[config.mk]
export PLATFORM = sky130hd
export DESIGN_NAME = clk_ce_divider_flat
export DESIGN_NICKNAME = d
export VERILOG_FILES = /design/src/rtl/clk_ce_divider_if.sv /design/src/rtl/clk_ce_divider.sv /design/src/flat_wrapper.sv
export SDC_FILE = /design/constraint.sdc
export NUM_CORES = 1
export LEC_CHECK = 0
export BUFFER_PORTS_ARGS = -buffer_cell sky130_fd_sc_hd__buf_2
export CAP_MARGIN = 30
export CORE_MARGIN = 10
export CORE_UTILIZATION = 50
export DETAILED_ROUTE_END_ITERATION = 6
export PLACE_DENSITY = 0.8
export SYNTH_ARGS = -nofsm -noshare
export SYNTH_HDL_FRONTEND = slang
export SYNTH_SLANG_ARGS = --single-unit
[constraint.sdc]
create_clock -name clk -period 2.58 [get_ports clk]
set_clock_uncertainty 0.05 [all_clocks]
set_input_delay 0.516 -clock clk [delete_from_list [all_inputs] [get_ports clk]]
set_output_delay 0.516 -clock clk [all_outputs]
set_load 0.02 [all_outputs]
[src/rtl/clk_ce_divider_if.sv]
// Control and output bundle for the clock-enable divider.
// The bench or SoC top drives it through master; the divider consumes it through slave.
interface clk_ce_divider_if #(
  parameter int CHANNELS  = 4,
  parameter int DIV_WIDTH = 8,
  parameter int RD_W      = (CHANNELS > 1) ? $clog2(CHANNELS) : 1
);
  logic [CHANNELS-1:0]  ch_en;
  logic [CHANNELS-1:0]  div_wr;
  logic [DIV_WIDTH-1:0] div_wdata;
  logic                 realign;
  logic [RD_W-1:0]      rd_sel;
  logic [DIV_WIDTH-1:0] rd_div;
  logic [CHANNELS-1:0]  ce_out;

  modport master (
    output ch_en, div_wr, div_wdata, realign, rd_sel,
    input  rd_div, ce_out
  );

  modport slave (
    input  ch_en, div_wr, div_wdata, realign, rd_sel,
    output rd_div, ce_out
  );
endinterface

[src/rtl/clk_ce_divider.sv]
// N-channel programmable clock-enable generator: one registered ce pulse every d cycles per channel.
// First pulse 1 cycle after enable; divisor changes land only at period boundaries; no backpressure.
module clk_ce_divider #(
  parameter int CHANNELS    = 4,
  parameter int DIV_WIDTH   = 8,
  parameter int DEFAULT_DIV = 2
) (
  input  logic               clk,
  input  logic               rst,
  clk_ce_divider_if.slave    bus
);
  localparam logic [DIV_WIDTH-1:0] DEF_DIV = DIV_WIDTH'(DEFAULT_DIV);
  localparam logic [DIV_WIDTH-1:0] ONE     = DIV_WIDTH'(1);

  logic [DIV_WIDTH-1:0] cnt_q     [CHANNELS];
  logic [DIV_WIDTH-1:0] cnt_d     [CHANNELS];
  logic [DIV_WIDTH-1:0] div_act_q [CHANNELS];
  logic [DIV_WIDTH-1:0] div_act_d [CHANNELS];
  logic [DIV_WIDTH-1:0] pend_q    [CHANNELS];
  logic [DIV_WIDTH-1:0] pend_d    [CHANNELS];
  logic [DIV_WIDTH-1:0] reload    [CHANNELS];
  logic [DIV_WIDTH-1:0] reload_eff[CHANNELS];
  logic [CHANNELS-1:0]  pend_vld_q, pend_vld_d;
  logic [CHANNELS-1:0]  ce_q, ce_d;
  logic [DIV_WIDTH-1:0] rd_div_q, rd_div_d;

  // A same-cycle write beats the pending value, which beats the active one.
  always_comb begin
    for (int i = 0; i < CHANNELS; i++) begin
      reload[i]     = bus.div_wr[i] ? bus.div_wdata
                    : (pend_vld_q[i] ? pend_q[i] : div_act_q[i]);
      reload_eff[i] = (reload[i] == '0) ? ONE : reload[i];
    end
  end

  always_comb begin
    pend_vld_d = pend_vld_q;
    ce_d       = '0;
    for (int i = 0; i < CHANNELS; i++) begin
      cnt_d[i]     = cnt_q[i];
      div_act_d[i] = div_act_q[i];
      pend_d[i]    = pend_q[i];
      if (bus.realign || !bus.ch_en[i]) begin
        cnt_d[i]      = '0;
        div_act_d[i]  = reload[i];
        pend_vld_d[i] = 1'b0;
      end else if (cnt_q[i] == '0) begin
        ce_d[i]       = 1'b1;
        div_act_d[i]  = reload[i];
        cnt_d[i]      = reload_eff[i] - ONE;
        pend_vld_d[i] = 1'b0;
      end else begin
        cnt_d[i] = cnt_q[i] - ONE;
        if (bus.div_wr[i]) begin
          pend_d[i]     = bus.div_wdata;
          pend_vld_d[i] = 1'b1;
        end
      end
    end
    rd_div_d = (32'(bus.rd_sel) < CHANNELS) ? div_act_q[bus.rd_sel] : '0;
  end

  always_ff @(posedge clk) begin
    if (rst) begin
      for (int i = 0; i < CHANNELS; i++) begin
        cnt_q[i]     <= '0;
        div_act_q[i] <= DEF_DIV;
        pend_q[i]    <= '0;
      end
      pend_vld_q <= '0;
      ce_q       <= '0;
      rd_div_q   <= DEF_DIV;
    end else begin
      for (int i = 0; i < CHANNELS; i++) begin
        cnt_q[i]     <= cnt_d[i];
        div_act_q[i] <= div_act_d[i];
        pend_q[i]    <= pend_d[i];
      end
      pend_vld_q <= pend_vld_d;
      ce_q       <= ce_d;
      rd_div_q   <= rd_div_d;
    end
  end

  assign bus.ce_out = ce_q;
  assign bus.rd_div = rd_div_q;
endmodule
[src/flat_wrapper.sv]
// flat-port wrapper written by rule: the top's interface ports become plain ports
module clk_ce_divider_flat 
#(
  parameter int CHANNELS    = 4,
  parameter int DIV_WIDTH   = 8,
  parameter int DEFAULT_DIV = 2
)
  (clk, rst, bus_ch_en, bus_div_wr, bus_div_wdata, bus_realign, bus_rd_sel, bus_rd_div, bus_ce_out);
  clk_ce_divider_if #(.CHANNELS(CHANNELS), .DIV_WIDTH(DIV_WIDTH)) bus_i ();
  input  logic clk;
  input  logic rst;
  input wire logic [$bits(bus_i.ch_en)-1:0] bus_ch_en;
  input wire logic [$bits(bus_i.div_wr)-1:0] bus_div_wr;
  input wire logic [$bits(bus_i.div_wdata)-1:0] bus_div_wdata;
  input wire logic [$bits(bus_i.realign)-1:0] bus_realign;
  input wire logic [$bits(bus_i.rd_sel)-1:0] bus_rd_sel;
  output wire logic [$bits(bus_i.rd_div)-1:0] bus_rd_div;
  output wire logic [$bits(bus_i.ce_out)-1:0] bus_ce_out;
  assign bus_i.ch_en = bus_ch_en;
  assign bus_i.div_wr = bus_div_wr;
  assign bus_i.div_wdata = bus_div_wdata;
  assign bus_i.realign = bus_realign;
  assign bus_i.rd_sel = bus_rd_sel;
  assign bus_rd_div = bus_i.rd_div;
  assign bus_ce_out = bus_i.ce_out;
  clk_ce_divider #(.CHANNELS(CHANNELS), .DIV_WIDTH(DIV_WIDTH), .DEFAULT_DIV(DEFAULT_DIV)) u_core (.clk(clk), .rst(rst), .bus(bus_i));
endmodule
==> summary.md <==
| Metric | Value |
|---|---|
| CP cell instances | `buf_6, mux2i_1, o21ai_0, and2_1, a311o_2, buf_4, nor4b_4, mux2_4` |
| Clock root cell | `clkbuf_8` |
| Number of synthesized flops with an enable pin | `0` |
| Final #Nets | `736` |
| Die outline area | `15700 µm²` |
| Worst skew pair latency | `0.38 ns` |
| CTS tree | `built` |
| Filler cell count in the final layout | `938` |
| GPL Wtd Cong | `0.933` |
| Post-Syn Nets | `689` |
| Power Total | `4.60 mW` |
| Register area share after synthesis | `40.5%` |
| Pre-CTS setup slack | `0.0215 ns` |
| Worst reg2reg setup slack | `0.06 ns` |
| Core Area | `10800 µm²` |
| CP top delay family | `simple AND/OR/NAND/NOR gates` |
| Period utilization | `97.5%` |
| Initial DRC Count | `578` |
| Largest net degree at the start of global routing | `42` |
| Clock sink count | `112` |
| Slowest CP cell | `dfxtp_1` |
| Count of final setup violators | `0` |
| DRC | `0` |
| Num ports | `33` |
| Ys Warns | `0` |
| Async SR Flop Fraction | `0%` |
| Crit path from | `u_core.pend_vld_q[1]$_SDFFE_PP0P_` |
| Setup WS post-layout | `0.0641 ns` |
| Tot GR Track Use | `17.7%` |
| Worst Path Buf+Inv | `2` |
| Final ANT Viol Nets | `0` |
| End of the worst register-to-register path | `u_core.cnt_q[1][5]$_SDFF_PP0_` |
| First-pass GRT wire length | `23500 µm` |
| Core Util, Final | `58.2%` |
| Critical Path RT | `2.80 ns` |
| Min-delay worst type | `register to register` |
| Initial Utilization | `51.1%` |
| Die Wd | `125 µm` |
| Setup crit start kind | `register` |
| CP max stage delay | `0.44 ns` |
| Initial antenna violation count | `0` |
| Status | `complete, no violations` |
| Top area cells in the synthesized netlist | `dfxtp_1, mux2i_1, a21oi_1` |
| Synth Register Bits | `112` |
| Synth top area share | `40.5%` |
| Drt wl/cell | `17.0 µm` |
| Layout cell share with drive strength beyond 1 | `19.1%` |
| Mapped cell area | `5540 µm²` |
| Most frequent cell after synthesis | `dfxtp_1` |
| Crit. End Element | `register` |
| Row count | `38` |
| Peak supply drop | `325 µV` |
| Post-synthesis cell type count | `53` |
| TritonCTS Buffers | `9` |
| Hold path endpoint | `u_core.pend_q[3][2]$_SDFFE_PP0P_` |
| Max Clk Rate | `0.397 GHz` |
| Min-Delay Path Depth | `2` |
| Slew @ Worst Pin | `0.682 ns` |
| Final Max Tran Viols | `0` |
| Yosys top cell by area | `dfxtp_1` |
| DP HPWL | `10400 µm` |
| DRT Wirelength | `14500 µm` |
| Crit path max fanout | `9` |
| GRT Residual Overflow | `0` |
| Fin. Hold Viols | `0` |
| DR vias | `4998` |
| Worst-path clk slew | `0.10 ns` |
| Top FF cell, synth | `dfxtp_1` |
| Ant diodes | `0` |
| Pleak | `2.37 nW` |
| Die height | `125 µm` |
| Min-delay src | `u_core.pend_q[3][2]$_SDFFE_PP0P_` |
| Vias in the first global route | `4750` |
| Synthesized instance count | `664` |
| Worst r2r src | `u_core.pend_vld_q[1]$_SDFFE_PP0P_` |
| H-Tree Depth | `3` |
| PD cells | `729 nW/µm²` |
| Post-layout minimum cycle time | `2.52 ns` |
| Commonest cells in the netlist | `dfxtp_1, nor2_1, a21oi_1` |
| Slew headroom | `54.5%` |
| 1st-pass router iterations | `5` |
| Maxcap violations | `0` |
| Syn avg cell area | `8.34 µm²` |
| Vias/cell | `5.84` |
| Critical path type | `register to register` |
| Port bufs | `32` |
| WP data arrival | `2.73 ns` |
| Clk buf depth | `2` |
| Area delta synth->final | `13.9%` |
| Register-to-Register Path Depth | `8` |
[layout by cell type (no fill, tap or decap), drive strengths merged, types with 10 or more instances in the layout]
cell type and count:
dfxtp 112, nor3 24, clkbuf 12, o21ai 38
nor2b 10, nor2 92, nand2 68, mux2i 57
nor3b 11, nand3 37, a21oi 70, buf 86
[metrics by stage]
step / hold slack (ns) / TNS, ns / instances / instance area (µm²)
floorplan: 0.369 / 0 / 664 / 5540
global placement: 0.388 / 0 / 839 / 6080
detailed placement: 0.398 / 0 / 839 / 6080
CTS: 0.411 / 0 / 855 / 6260
global route: 0.417 / -0.0198 / 856 / 6310
finish: 0.410 / 0 / 856 / 6310
[report_power, final]
group | internal, mW | total [mW] | leakage, nW | switching (mW)
registers | 1.86 | 1.98 | 0.914 | 0.117
logic | 0.742 | 1.63 | 1.36 | 0.884
clock network | 0.407 | 0.992 | 0.0967 | 0.585
total | 3.01 | 4.60 | 2.37 | 1.59
[sequential cells by signal (all words and copies together), names as in the netlist]
name,flops
u_core.bus.ce_out,4
u_core.bus.rd_div,8
u_core.cnt_q,32
u_core.div_act_q,32
u_core.pend_q,32
u_core.pend_vld_q,4
[area by class of cell]
type	instances	area, µm²	share of cell area (%)
clock inverter	4	27.5	0.436
timing repair buffer	86	569	9.02
multi-input combinational	500	3130	49.6
sequential	112	2240	35.6
tap	140	175	2.78
inverter	2	7.51	0.119
clock buffer	12	155	2.46
[logic make-up (layout without fill, tap and decap cells)]
group / count (synthesis) / count (layout) / synth area share (%)
AOI/OAI and AO/OA: 133 / 133 / 13.5
buffers and inverters: 52 / 104 / 3.95
xor gates and xnor gates: 12 / 12 / 1.90
adders and majority gates: 4 / 4 / 0.904
DFF: 112 / 112 / 40.5
muxes: 72 / 72 / 15.0
and+or+nand+nor: 279 / 279 / 24.2
[per-layer routing]
| metal | global-route usage, % | up-vias | wire (µm) |
|---|---|---|---|
| li1 | - | 2422 | - |
| met2 | 28.9 | 175 | 6770 |
| met3 | 3.84 | 19 | 1040 |
| met4 | 4.67 | 0 | 218 |
| met5 | 0 | - | 0 |
| met1 | 23.2 | 2382 | 6500 |
[worst max-delay path by stage]
stage / to / slack (ns) / depth (start not counted)
after global routing: u_core.cnt_q[1][5]$_SDFF_PP0_ / -0.02 / 8
after floorplan: u_core.cnt_q[0][6]$_SDFF_PP0_ / 0.09 / 12
after detailed placement: u_core.cnt_q[1][6]$_SDFF_PP0_ / 0.02 / 10
after global placement: u_core.cnt_q[1][5]$_SDFF_PP0_ / 0.04 / 6
final: u_core.cnt_q[1][5]$_SDFF_PP0_ / 0.06 / 8
after CTS: u_core.cnt_q[1][6]$_SDFF_PP0_ / 0.01 / 10
[worst register-to-register path: stages (launching register included)]
cell     delay (ns)
dfxtp_1        0.44
buf_6          0.19
mux2i_1        0.18
o21ai_0        0.15
and2_1         0.23
a311o_2        0.37
buf_4          0.16
nor4b_4        0.32
mux2_4         0.33
[what timing repair did]
action | in CTS | in global routing
setup buffers | 0 | 1
hold endpoints to repair | 0 | 0
gates resized for setup | 0 | 10
endpoints found under the setup margin | 0 | 7
hold buffers | 0 | 0
(Power assumes the default switching activity.)
